===== src/rtl/mem_port_arbiter.sv =====
// mem_port_arbiter
// Shares the hart's single external memory port between the instruction-cache
// refill requester (IC) and the data-memory requester (DM). One transaction at
// a time is placed on the memory bus with registered, stable fields until the
// memory answers or the watchdog expires. A one-cycle response pulse with
// registered read data then goes back to the owner.
//
// Build option: define ARBITER_RR_EN for round-robin arbitration between
// simultaneous requests. Without it, DM always wins because a stalled load or
// store blocks PC advance and has to drain first.
//
// XLEN normally comes from arvi_defines.vh; a 32-bit fallback is provided so
// the block also builds on its own.
`ifndef XLEN
`define XLEN 32
`endif

module mem_port_arbiter #(
    parameter int TIMEOUT = 255
) (
    input  logic              i_clk,
    input  logic              i_rst,
    input  logic              i_IC_req,
    input  logic [`XLEN-1:0]  i_IC_addr,
    output logic              o_IC_ready,
    output logic [`XLEN-1:0]  o_IC_data,
    output logic              o_IC_err,
    input  logic              i_DM_req,
    input  logic              i_DM_wen,
    input  logic [`XLEN-1:0]  i_DM_addr,
    input  logic [`XLEN-1:0]  i_DM_wd,
    input  logic [2:0]        i_DM_f3,
    output logic              o_DM_ready,
    output logic [`XLEN-1:0]  o_DM_rdata,
    output logic              o_DM_err,
    output logic [`XLEN-1:0]  o_MEM_addr,
    output logic [`XLEN-1:0]  o_MEM_wd,
    output logic [2:0]        o_MEM_f3,
    output logic              o_MEM_wen,
    output logic              o_MEM_ren,
    input  logic              i_MEM_ready,
    input  logic [`XLEN-1:0]  i_MEM_rdata,
    output logic [1:0]        o_grant
);

    localparam int XW = `XLEN;
    // A zero TIMEOUT still gets a 1-bit counter so the declarations stay legal.
    localparam int CNT_W = (TIMEOUT > 32'sd0) ? $clog2(TIMEOUT + 32'sd1) : 32'sd1;
    localparam logic [CNT_W-1:0] CNT_LIMIT = CNT_W'(TIMEOUT);
    localparam logic [CNT_W-1:0] CNT_MAX   = {CNT_W{1'b1}};
    localparam logic [CNT_W-1:0] CNT_ONE   = CNT_W'(1'b1);
    localparam logic [CNT_W-1:0] CNT_ZERO  = {CNT_W{1'b0}};
    localparam logic [XW-1:0]    ZERO_W    = {XW{1'b0}};
    localparam logic [2:0]       IC_F3     = 3'b010;

    typedef enum logic [1:0] {
        ST_IDLE    = 2'b00,
        ST_BUSY_IC = 2'b01,
        ST_BUSY_DM = 2'b10,
        ST_RESP    = 2'b11
    } state_t;

    state_t           state_r;
    state_t           state_nxt_s;
    logic [CNT_W-1:0] cnt_r;

    logic req_any_s;
    logic grant_dm_s;
    logic latch_s;
    logic busy_s;
    logic timeout_s;
    logic complete_s;
    logic wen_sel_s;

    logic [1:0] grant_nxt_s;
    logic       mem_ren_nxt_s;
    logic       mem_wen_nxt_s;
    logic       ic_ready_nxt_s;
    logic       dm_ready_nxt_s;

    assign req_any_s  = i_IC_req | i_DM_req;
    assign latch_s    = (state_r == ST_IDLE) && req_any_s;
    assign busy_s     = (state_r == ST_BUSY_IC) || (state_r == ST_BUSY_DM);
    assign timeout_s  = (TIMEOUT != 32'sd0) && (cnt_r == CNT_LIMIT);
    // Memory ready takes precedence over a coinciding timeout.
    assign complete_s = busy_s && (i_MEM_ready || timeout_s);
    // Write-enable that will be on the bus next cycle: freshly latched at grant,
    // otherwise the value already held for the running transaction.
    assign wen_sel_s  = latch_s ? (grant_dm_s & i_DM_wen) : o_MEM_wen;

`ifdef ARBITER_RR_EN
    logic last_dm_r;  // 1 = DM was granted last, 0 = IC (reset value)

    assign grant_dm_s = i_DM_req && (!i_IC_req || !last_dm_r);

    // Remember which requester received the most recent grant.
    always_ff @(posedge i_clk) begin
        if (i_rst) begin
            last_dm_r <= 1'b0;
        end else if (latch_s) begin
            last_dm_r <= grant_dm_s;
        end
    end
`else
    assign grant_dm_s = i_DM_req;
`endif

    // State register.
    always_ff @(posedge i_clk) begin
        if (i_rst) begin
            state_r <= ST_IDLE;
        end else begin
            state_r <= state_nxt_s;
        end
    end

    // Next-state logic; RESP always returns to IDLE so stale requests are ignored.
    always_comb begin
        state_nxt_s = state_r;
        case (state_r)
            ST_IDLE: begin
                if (req_any_s) begin
                    if (grant_dm_s) begin
                        state_nxt_s = ST_BUSY_DM;
                    end else begin
                        state_nxt_s = ST_BUSY_IC;
                    end
                end else begin
                    state_nxt_s = ST_IDLE;
                end
            end
            ST_BUSY_IC, ST_BUSY_DM: begin
                if (complete_s) begin
                    state_nxt_s = ST_RESP;
                end else begin
                    state_nxt_s = state_r;
                end
            end
            ST_RESP: begin
                state_nxt_s = ST_IDLE;
            end
            default: begin
                state_nxt_s = ST_IDLE;
            end
        endcase
    end

    // Output decode for the next cycle; results are registered below.
    always_comb begin
        grant_nxt_s    = 2'b00;
        mem_ren_nxt_s  = 1'b0;
        mem_wen_nxt_s  = 1'b0;
        ic_ready_nxt_s = 1'b0;
        dm_ready_nxt_s = 1'b0;
        case (state_nxt_s)
            ST_IDLE: begin
                grant_nxt_s = 2'b00;
            end
            ST_BUSY_IC: begin
                grant_nxt_s   = 2'b01;
                mem_ren_nxt_s = !wen_sel_s;
                mem_wen_nxt_s = wen_sel_s;
            end
            ST_BUSY_DM: begin
                grant_nxt_s   = 2'b10;
                mem_ren_nxt_s = !wen_sel_s;
                mem_wen_nxt_s = wen_sel_s;
            end
            ST_RESP: begin
                // Ownership is kept visible through the response cycle.
                grant_nxt_s    = o_grant;
                ic_ready_nxt_s = (state_r == ST_BUSY_IC);
                dm_ready_nxt_s = (state_r == ST_BUSY_DM);
            end
            default: begin
                grant_nxt_s = 2'b00;
            end
        endcase
    end

    // Registered control outputs.
    always_ff @(posedge i_clk) begin
        if (i_rst) begin
            o_grant    <= 2'b00;
            o_MEM_ren  <= 1'b0;
            o_MEM_wen  <= 1'b0;
            o_IC_ready <= 1'b0;
            o_DM_ready <= 1'b0;
        end else begin
            o_grant    <= grant_nxt_s;
            o_MEM_ren  <= mem_ren_nxt_s;
            o_MEM_wen  <= mem_wen_nxt_s;
            o_IC_ready <= ic_ready_nxt_s;
            o_DM_ready <= dm_ready_nxt_s;
        end
    end

    // Sample the winner's fields once at grant; they stay fixed for the transaction.
    always_ff @(posedge i_clk) begin
        if (i_rst) begin
            o_MEM_addr <= ZERO_W;
            o_MEM_wd   <= ZERO_W;
            o_MEM_f3   <= 3'b000;
        end else if (latch_s) begin
            if (grant_dm_s) begin
                o_MEM_addr <= i_DM_addr;
                o_MEM_wd   <= i_DM_wd;
                o_MEM_f3   <= i_DM_f3;
            end else begin
                o_MEM_addr <= i_IC_addr;
                o_MEM_wd   <= ZERO_W;
                o_MEM_f3   <= IC_F3;
            end
        end
    end

    // Wait-cycle counter: cleared at grant, counts while busy, saturates.
    always_ff @(posedge i_clk) begin
        if (i_rst) begin
            cnt_r <= CNT_ZERO;
        end else if (latch_s) begin
            cnt_r <= CNT_ZERO;
        end else if (busy_s && (cnt_r != CNT_MAX)) begin
            cnt_r <= cnt_r + CNT_ONE;
        end
    end

    // Capture the response for the owner; data registers hold between responses.
    always_ff @(posedge i_clk) begin
        if (i_rst) begin
            o_IC_data  <= ZERO_W;
            o_IC_err   <= 1'b0;
            o_DM_rdata <= ZERO_W;
            o_DM_err   <= 1'b0;
        end else if (complete_s) begin
            if (state_r == ST_BUSY_IC) begin
                o_IC_data <= i_MEM_ready ? i_MEM_rdata : ZERO_W;
                o_IC_err  <= !i_MEM_ready;
            end else begin
                // Stores return zero data.
                o_DM_rdata <= (i_MEM_ready && !o_MEM_wen) ? i_MEM_rdata : ZERO_W;
                o_DM_err   <= !i_MEM_ready;
            end
        end
    end

endmodule


===== config.mk =====
export PLATFORM = sky130hd
export DESIGN_NAME = mem_port_arbiter
export DESIGN_NICKNAME = d
export VERILOG_FILES = /design/src/rtl/mem_port_arbiter.sv
export SDC_FILE = /design/constraint.sdc
export NUM_CORES = 1
export LEC_CHECK = 0
export BUFFER_PORTS_ARGS = -buffer_cell sky130_fd_sc_hd__buf_2
export CAP_MARGIN = 15
export CORE_MARGIN = 3
export CORE_UTILIZATION = 48
export CTS_CLUSTER_DIAMETER = 200
export DETAILED_ROUTE_END_ITERATION = 8
export PLACE_DENSITY = 0.81
export SYNTH_ARGS = -nofsm -noshare
export SYNTH_HDL_FRONTEND = slang
export SYNTH_SLANG_ARGS = --single-unit

===== constraint.sdc =====
create_clock -name i_clk -period 2.5 [get_ports i_clk]
set_input_delay 0.375 -clock i_clk [delete_from_list [all_inputs] [get_ports i_clk]]
set_output_delay 0.375 -clock i_clk [all_outputs]
set_load 0.01 [all_outputs]

Word-level counts from Yosys, hierarchy flattened

Cells that the tools add are included.

Output and inout port bits: 139
Input port bits: 137
Flip-flop bits (word level): 149
Word-level logic and storage cells: 57

Reduce and logical (&&, ||, !) cells: 18
Eq/ne operators: 8
Multiplexer cells: 11
Bitwise gates (word level): 5
Add/subtract/negate cells: 1

Operator list:

| kind                | count |
|---|---|
| $mux 32             | 4 |
| $pmux 2 s3          | 2 |
| $reduce_or 2->1     | 5 |
| $add 8x1->8 const B | 1 |
| $eq 2x2->1 const B  | 4 |
| $eq 8x8->1 const B  | 1 |
| $ne 8x8->1 const B  | 1 |
| $mux 2              | 3 |
| $eq 2x1->1 const B  | 2 |
| $logic_and 1x1->1   | 4 |
| $logic_not 2->1     | 2 |
| $reduce_and 2->1    | 2 |
| $logic_not 1->1     | 3 |
| $mux 3              | 1 |
| $not 1->1           | 3 |
| $logic_or 1x1->1    | 2 |
| $and 1x1->1         | 1 |
| $mux 1              | 1 |
| $or 1x1->1          | 1 |

Logic depth before layout (Yosys ltp)

Depth after elaboration: 9
Mapped depth: 8
Mapped depth without buffers: 8

Worst setup path after synthesis

No wires, ideal clock.

Kind: register to register
From: register state_r[1]
To: register o_grant[0]
Clock period less this slack: 1,834 ps
Library setup time: 128 ps
Required time: 2,372 ps
Path buffers: 1
Slack: 666 ps
Cell stages (with the launch flop): 9
Data arrival time: 1,706 ps
Cell sequence: dfxtp_1 -> inv_1 -> ha_1 -> buf_2 -> nand2b_1 -> a22oi_1 -> ha_1 -> mux2i_1 -> nor2_1

Word-level cells in the longest chain between the ends: 7
Elaborated cells between the ends (all ways): 14
Classes of those cells: eq/ne (6); mux (3); reduce/logical (5)

Ends and longest elaborated chain:

| element                                  | RTL line | source |
|---|---|---|
| start, declared                          | 63       | `state_t state_r;` |
| start signal, assigned                   | 113      | `state_r <= state_nxt_s;` |
| $eq 2x1->1 or $eq 2x2->1 (tied branches) | 83, 120  |  |
| $logic_or 1x1->1                         | 83       | `assign busy_s = (state_r == ST_BUSY_IC) \|\| (state_r == ST_BUSY_DM);` |
| $logic_and 1x1->1                        | 86       | `assign complete_s = busy_s && (i_MEM_ready \|\| timeout_s);` |
| $mux 2                                   | 133      | `if (complete_s) begin` |
| $pmux 2 s3 (*)                           | 120      | `case (state_r)` |
| named net state_nxt_s[0]                 | 64       | `state_t state_nxt_s;` |
| $eq 2x2->1, or another cell as far along | 155      | `case (state_nxt_s)` |
| $pmux 2 s3                               | 155      |  |
| end signal, assigned                     | 190      | `o_grant <= grant_nxt_s;` |
| end, declared                            | 43       | `output logic [1:0] o_grant` |

Mark *: on every way through the listed nets, which the timed path passes. The rest lies on a longest branch.
A chain may end at the register's enable or synchronous reset.

Worst setup path in the final report

From: register state_r[1]
To: register o_grant[1]

The elaborated chain is that of the path after synthesis.

==> impl_metrics.prom <==
# TYPE chip_impl_metric gauge
chip_impl_metric{name="hold_buffer_count_at_cts",unit=""} 0
chip_impl_metric{name="numCtsBuffers",unit=""} 17
chip_impl_metric{name="clock_tree.htree_level_count",unit=""} 4
chip_impl_info{name="critical_path.cell_chain",value="inv_1 -> ha_1 -> nand2b_1 -> o21ai_0 -> ha_1 -> mux2i_1 -> nor2_1"} 1
chip_impl_metric{name="dp.final_hpwl",unit="µm"} 11700
chip_impl_metric{name="post_synth_xor_area_fraction",unit=""} 0
chip_impl_metric{name="largest_vdd_supply_drop",unit="µV"} 410
chip_impl_metric{name="firstDrtPassIters",unit=""} 4
chip_impl_metric{name="internal_dissipation",unit="mW"} 4.47
chip_impl_metric{name="synth_top_area_frac",unit=""} 0.467
chip_impl_metric{name="syn2layout_area_growth",unit="%"} 31.3
chip_impl_info{name="ys_top_cells_by_count",value="dfxtp_1 (149), nand2_1 (69), a21oi_1 (67), a311oi_2 (49)"} 1
chip_impl_metric{name="cpPeakStageDelay",unit="ns"} 0.48
chip_impl_metric{name="drc",unit=""} 0
chip_impl_info{name="timing_worst_setup_path_type",value="reg -> reg"} 1
chip_impl_metric{name="placement_rows",unit=""} 41
chip_impl_metric{name="drv_cap",unit=""} 0
chip_impl_metric{name="synth_simple_gate_area_share",unit=""} 0.0926
chip_impl_metric{name="synth_enable_flop_cells",unit=""} 0
chip_impl_info{name="min_delay_path_class",value="in -> reg"} 1
chip_impl_metric{name="finish.net_count",unit=""} 1010
chip_impl_info{name="cp-start-kind",value="flop"} 1
chip_impl_metric{name="number_of_antenna_violations_at_the_first_check_in_global_routing",unit=""} 0
chip_impl_metric{name="finalWeightedCongestion",unit=""} 0.789
chip_impl_metric{name="n_antenna_cell",unit=""} 0
chip_impl_metric{name="grtUsageTotal",unit=""} 0.215
chip_impl_metric{name="synth_area_per_cell",unit="µm²"} 10.4
chip_impl_metric{name="cts.reportedPaths.clkPinSlew",unit="ns"} 0.06
chip_impl_metric{name="relative_contribution_of_sequential_cells_to_total_power",unit=""} 0.432
chip_impl_metric{name="pin_count",unit=""} 276
chip_impl_info{name="synth_area_leader",value="dfxtp_1"} 1
chip_impl_metric{name="synth_compound_gate_area_share",unit=""} 0.305
chip_impl_info{name="status",value="complete, no violations"} 1
chip_impl_info{name="cts.root.buffer_cell",value="clkbuf_16"} 1
chip_impl_info{name="synthTopCellsByArea",value="dfxtp_1 (47%), a311oi_2 (12%), mux2i_1 (5.8%)"} 1
chip_impl_info{name="yosys.cell_count.top_type",value="dfxtp_1"} 1
chip_impl_metric{name="clkSinkCount",unit=""} 149
chip_impl_metric{name="place_area",unit="mm²"} 0.00780
chip_impl_metric{name="leftover_overflow_at_the_end_of_global_routing",unit=""} 0
chip_impl_metric{name="period_minus_slack",unit="ns"} 2.16
chip_impl_metric{name="clockPowerShare",unit=""} 0.417
chip_impl_metric{name="die-width",unit="µm"} 121
chip_impl_metric{name="fmax",unit="GHz"} 0.462
chip_impl_metric{name="final-max-slew-violation-count",unit=""} 0
chip_impl_metric{name="swShare",unit=""} 0.255
chip_impl_metric{name="post_drt_wl_per_cell",unit="µm"} 16.0
chip_impl_metric{name="worstPathRequired",unit="ns"} 2.79
chip_impl_metric{name="arrival",unit="ns"} 2.45
chip_impl_info{name="cp_slowest_cell",value="ha_1"} 1
chip_impl_metric{name="whs",unit="ns"} 0.193
chip_impl_metric{name="post_layout_nonfiller_instances",unit=""} 1049
chip_impl_metric{name="numPlacedInstances",unit=""} 1018
chip_impl_metric{name="synthesis_stage_register_bit_count",unit=""} 149
chip_impl_metric{name="synth_cell_types",unit=""} 48
chip_impl_metric{name="route.antenna.remaining_nets",unit=""} 0
chip_impl_info{name="cp-end-kind",value="flop"} 1
chip_impl_metric{name="cts_resized",unit=""} 0
chip_impl_metric{name="ys_warn_count",unit=""} 0
chip_impl_metric{name="skew",unit="ns"} 0.00659
chip_impl_metric{name="switching_power",unit="mW"} 1.53
chip_impl_metric{name="die_area",unit="mm²"} 0.0147
chip_impl_metric{name="worst_slew_pin_slew",unit="ns"} 0.718
chip_impl_info{name="clock_tree_from_tritoncts",value="built"} 1
chip_impl_metric{name="fp.coreArea",unit="mm²"} 0.0128
chip_impl_metric{name="totalWireLength",unit="µm"} 16700
chip_impl_metric{name="clock_tree.buffer_depth",unit=""} 2
chip_impl_metric{name="viasPerCell",unit=""} 5.52
chip_impl_metric{name="timing.final.crit_share",unit=""} 0.865
chip_impl_metric{name="combPwrFrac",unit=""} 0.152
chip_impl_info{name="ys_dominant_reg_cell",value="dfxtp_1"} 1
chip_impl_info{name="cell_with_the_most_instances_on_the_worst_path",value="ha_1"} 1
chip_impl_metric{name="final-hold-violation-count",unit=""} 0
chip_impl_metric{name="postSynthNetCount",unit=""} 762
chip_impl_metric{name="clock_latency_of_the_later_clocked_register_in_the_worst_skew_pair",unit="ns"} 0.41
chip_impl_metric{name="drt_iter0_drc",unit=""} 231
chip_impl_metric{name="design_area",unit="mm²"} 0.00839
chip_impl_metric{name="buffer_ports.inserted",unit=""} 275
chip_impl_metric{name="cp.buffers_inverters",unit=""} 1
chip_impl_metric{name="global_route_wire_length_before_repair",unit="µm"} 25900
chip_impl_info{name="critical-path-top-delay-family",value="adder cells"} 1
chip_impl_metric{name="grt_max_degree",unit=""} 67
chip_impl_metric{name="floorplan.die.height",unit="µm"} 121
chip_impl_metric{name="p_per_area",unit="mW/mm²"} 715
chip_impl_info{name="grt_setup_unrepaired",value="false"} 1
chip_impl_metric{name="total_leakage_power",unit="nW"} 3.63
chip_impl_metric{name="ys_async_sr_fraction",unit=""} 0
chip_impl_metric{name="cts_setup_buffers",unit=""} 0
chip_impl_metric{name="synth.cell_area",unit="mm²"} 0.00639
chip_impl_metric{name="vias",unit=""} 5786
chip_impl_metric{name="slew-limit-headroom",unit=""} 0.521
chip_impl_metric{name="number_of_global_route_vias_before_repair",unit=""} 5392
chip_impl_metric{name="instance_count_of_the_mapped_netlist",unit=""} 617
chip_impl_metric{name="fin_setup_tns",unit="ns"} 0
chip_impl_metric{name="floorplan.initialDensity",unit=""} 0.498
chip_impl_metric{name="overall_power_after_layout",unit="mW"} 6.00
chip_impl_metric{name="post_route_cells_drive_above_1_share",unit=""} 0.431
chip_impl_metric{name="synth_seq_area_share",unit=""} 0.467
chip_impl_info{name="combinational_family_with_the_most_area_after_synthesis",value="compound AO/OA/AOI/OAI gates"} 1
chip_impl_metric{name="worst-path-max-fanout",unit=""} 12
chip_impl_metric{name="synthAdderAreaFrac",unit=""} 0.0157
chip_impl_metric{name="synth.area.mux_share",unit=""} 0.0579
chip_impl_metric{name="final_setup_violations",unit=""} 0
[sequential cells by signal (all words and copies together), names as in the netlist]
signal      flops
cnt_r           8
o_DM_err        1
o_DM_rdata     32
o_DM_ready      1
o_IC_data      32
o_IC_err        1
o_IC_ready      1
o_MEM_addr     32
o_MEM_f3        3
o_MEM_ren       1
o_MEM_wd       32
o_MEM_wen       1
o_grant         2
state_r         2
[per-layer routing]
layer / track usage / wire, µm / up-vias
li1: - / - / 2847
met5: 0 / 0 / -
met4: 0.0875 / 337 / 0
met3: 0.0587 / 1280 / 29
met1: 0.267 / 7090 / 2686
met2: 0.354 / 8040 / 224
[worst paths after layout]
| kind | to | cells past startpoint | start | slack, ns |
|---|---|---|---|---|
| worst min-delay path | o_MEM_wd[2] | 2 | i_DM_wd[2] | 0.19 |
| worst max register to register | o_grant[1] | 7 | state_r[1] | 0.34 |
| worst min register to register | o_MEM_wd[3] | 1 | o_MEM_wd[3] | 0.47 |
| worst max-delay path | o_grant[1] | 7 | state_r[1] | 0.34 |
[placed cells by master (no fill, tap or decap), drive strengths merged, types with 3 or more instances in the layout]
cell,count
buf,290
dfxtp,149
nand2,69
a21oi,67
a311oi,64
nor2,38
mux2i,37
a211oi,36
a22o,35
clkbuf,23
nand3,8
ha,8
clkinv,5
and3,4
o21ai,3
[cell type report]
cell class              instances  area [µm²]
well taps                     172         215
clock buffers                  23         488
fillers                      1087        4440
inverters                       3        11.3
multi-input cells             404        3030
clock inverters                 8        98.8
repair buffers                290        1570
flip-flops and latches        149        2980
[kinds of logic (layout without fill, tap and decap cells)]
group | Yosys count | in the layout
AND/OR/NAND/NOR | 136 | 136
adder cells (fa/ha/maj) | 8 | 8
flip-flops | 149 | 149
buffers and inverters | 64 | 324
AO/OA/AOI/OAI | 223 | 223
multiplexers | 37 | 37
[metrics by stage]
step	utilization	setup slack [ns]
after floorplan	-	0.666
after global placement	0.608	0.504
after detailed placement	0.608	0.360
after CTS	0.654	0.354
after global routing	0.654	0.183
final	0.654	0.337
[power by group through the flow]
| stage | combinational (mW) | sequential [mW] | clock, mW |
|---|---|---|---|
| 4_1_cts | 0.919 | 2.59 | 2.55 |
| 6_report | 0.909 | 2.59 | 2.50 |
| 3_5_place_dp | 0.915 | 2.64 | 0 |
| 5_1_grt | 0.998 | 2.60 | 2.66 |
| 3_3_place_gp | 0.898 | 2.63 | 0 |
| 2_1_floorplan | 0.483 | 2.71 | 0 |
(Power assumes the default switching activity.)
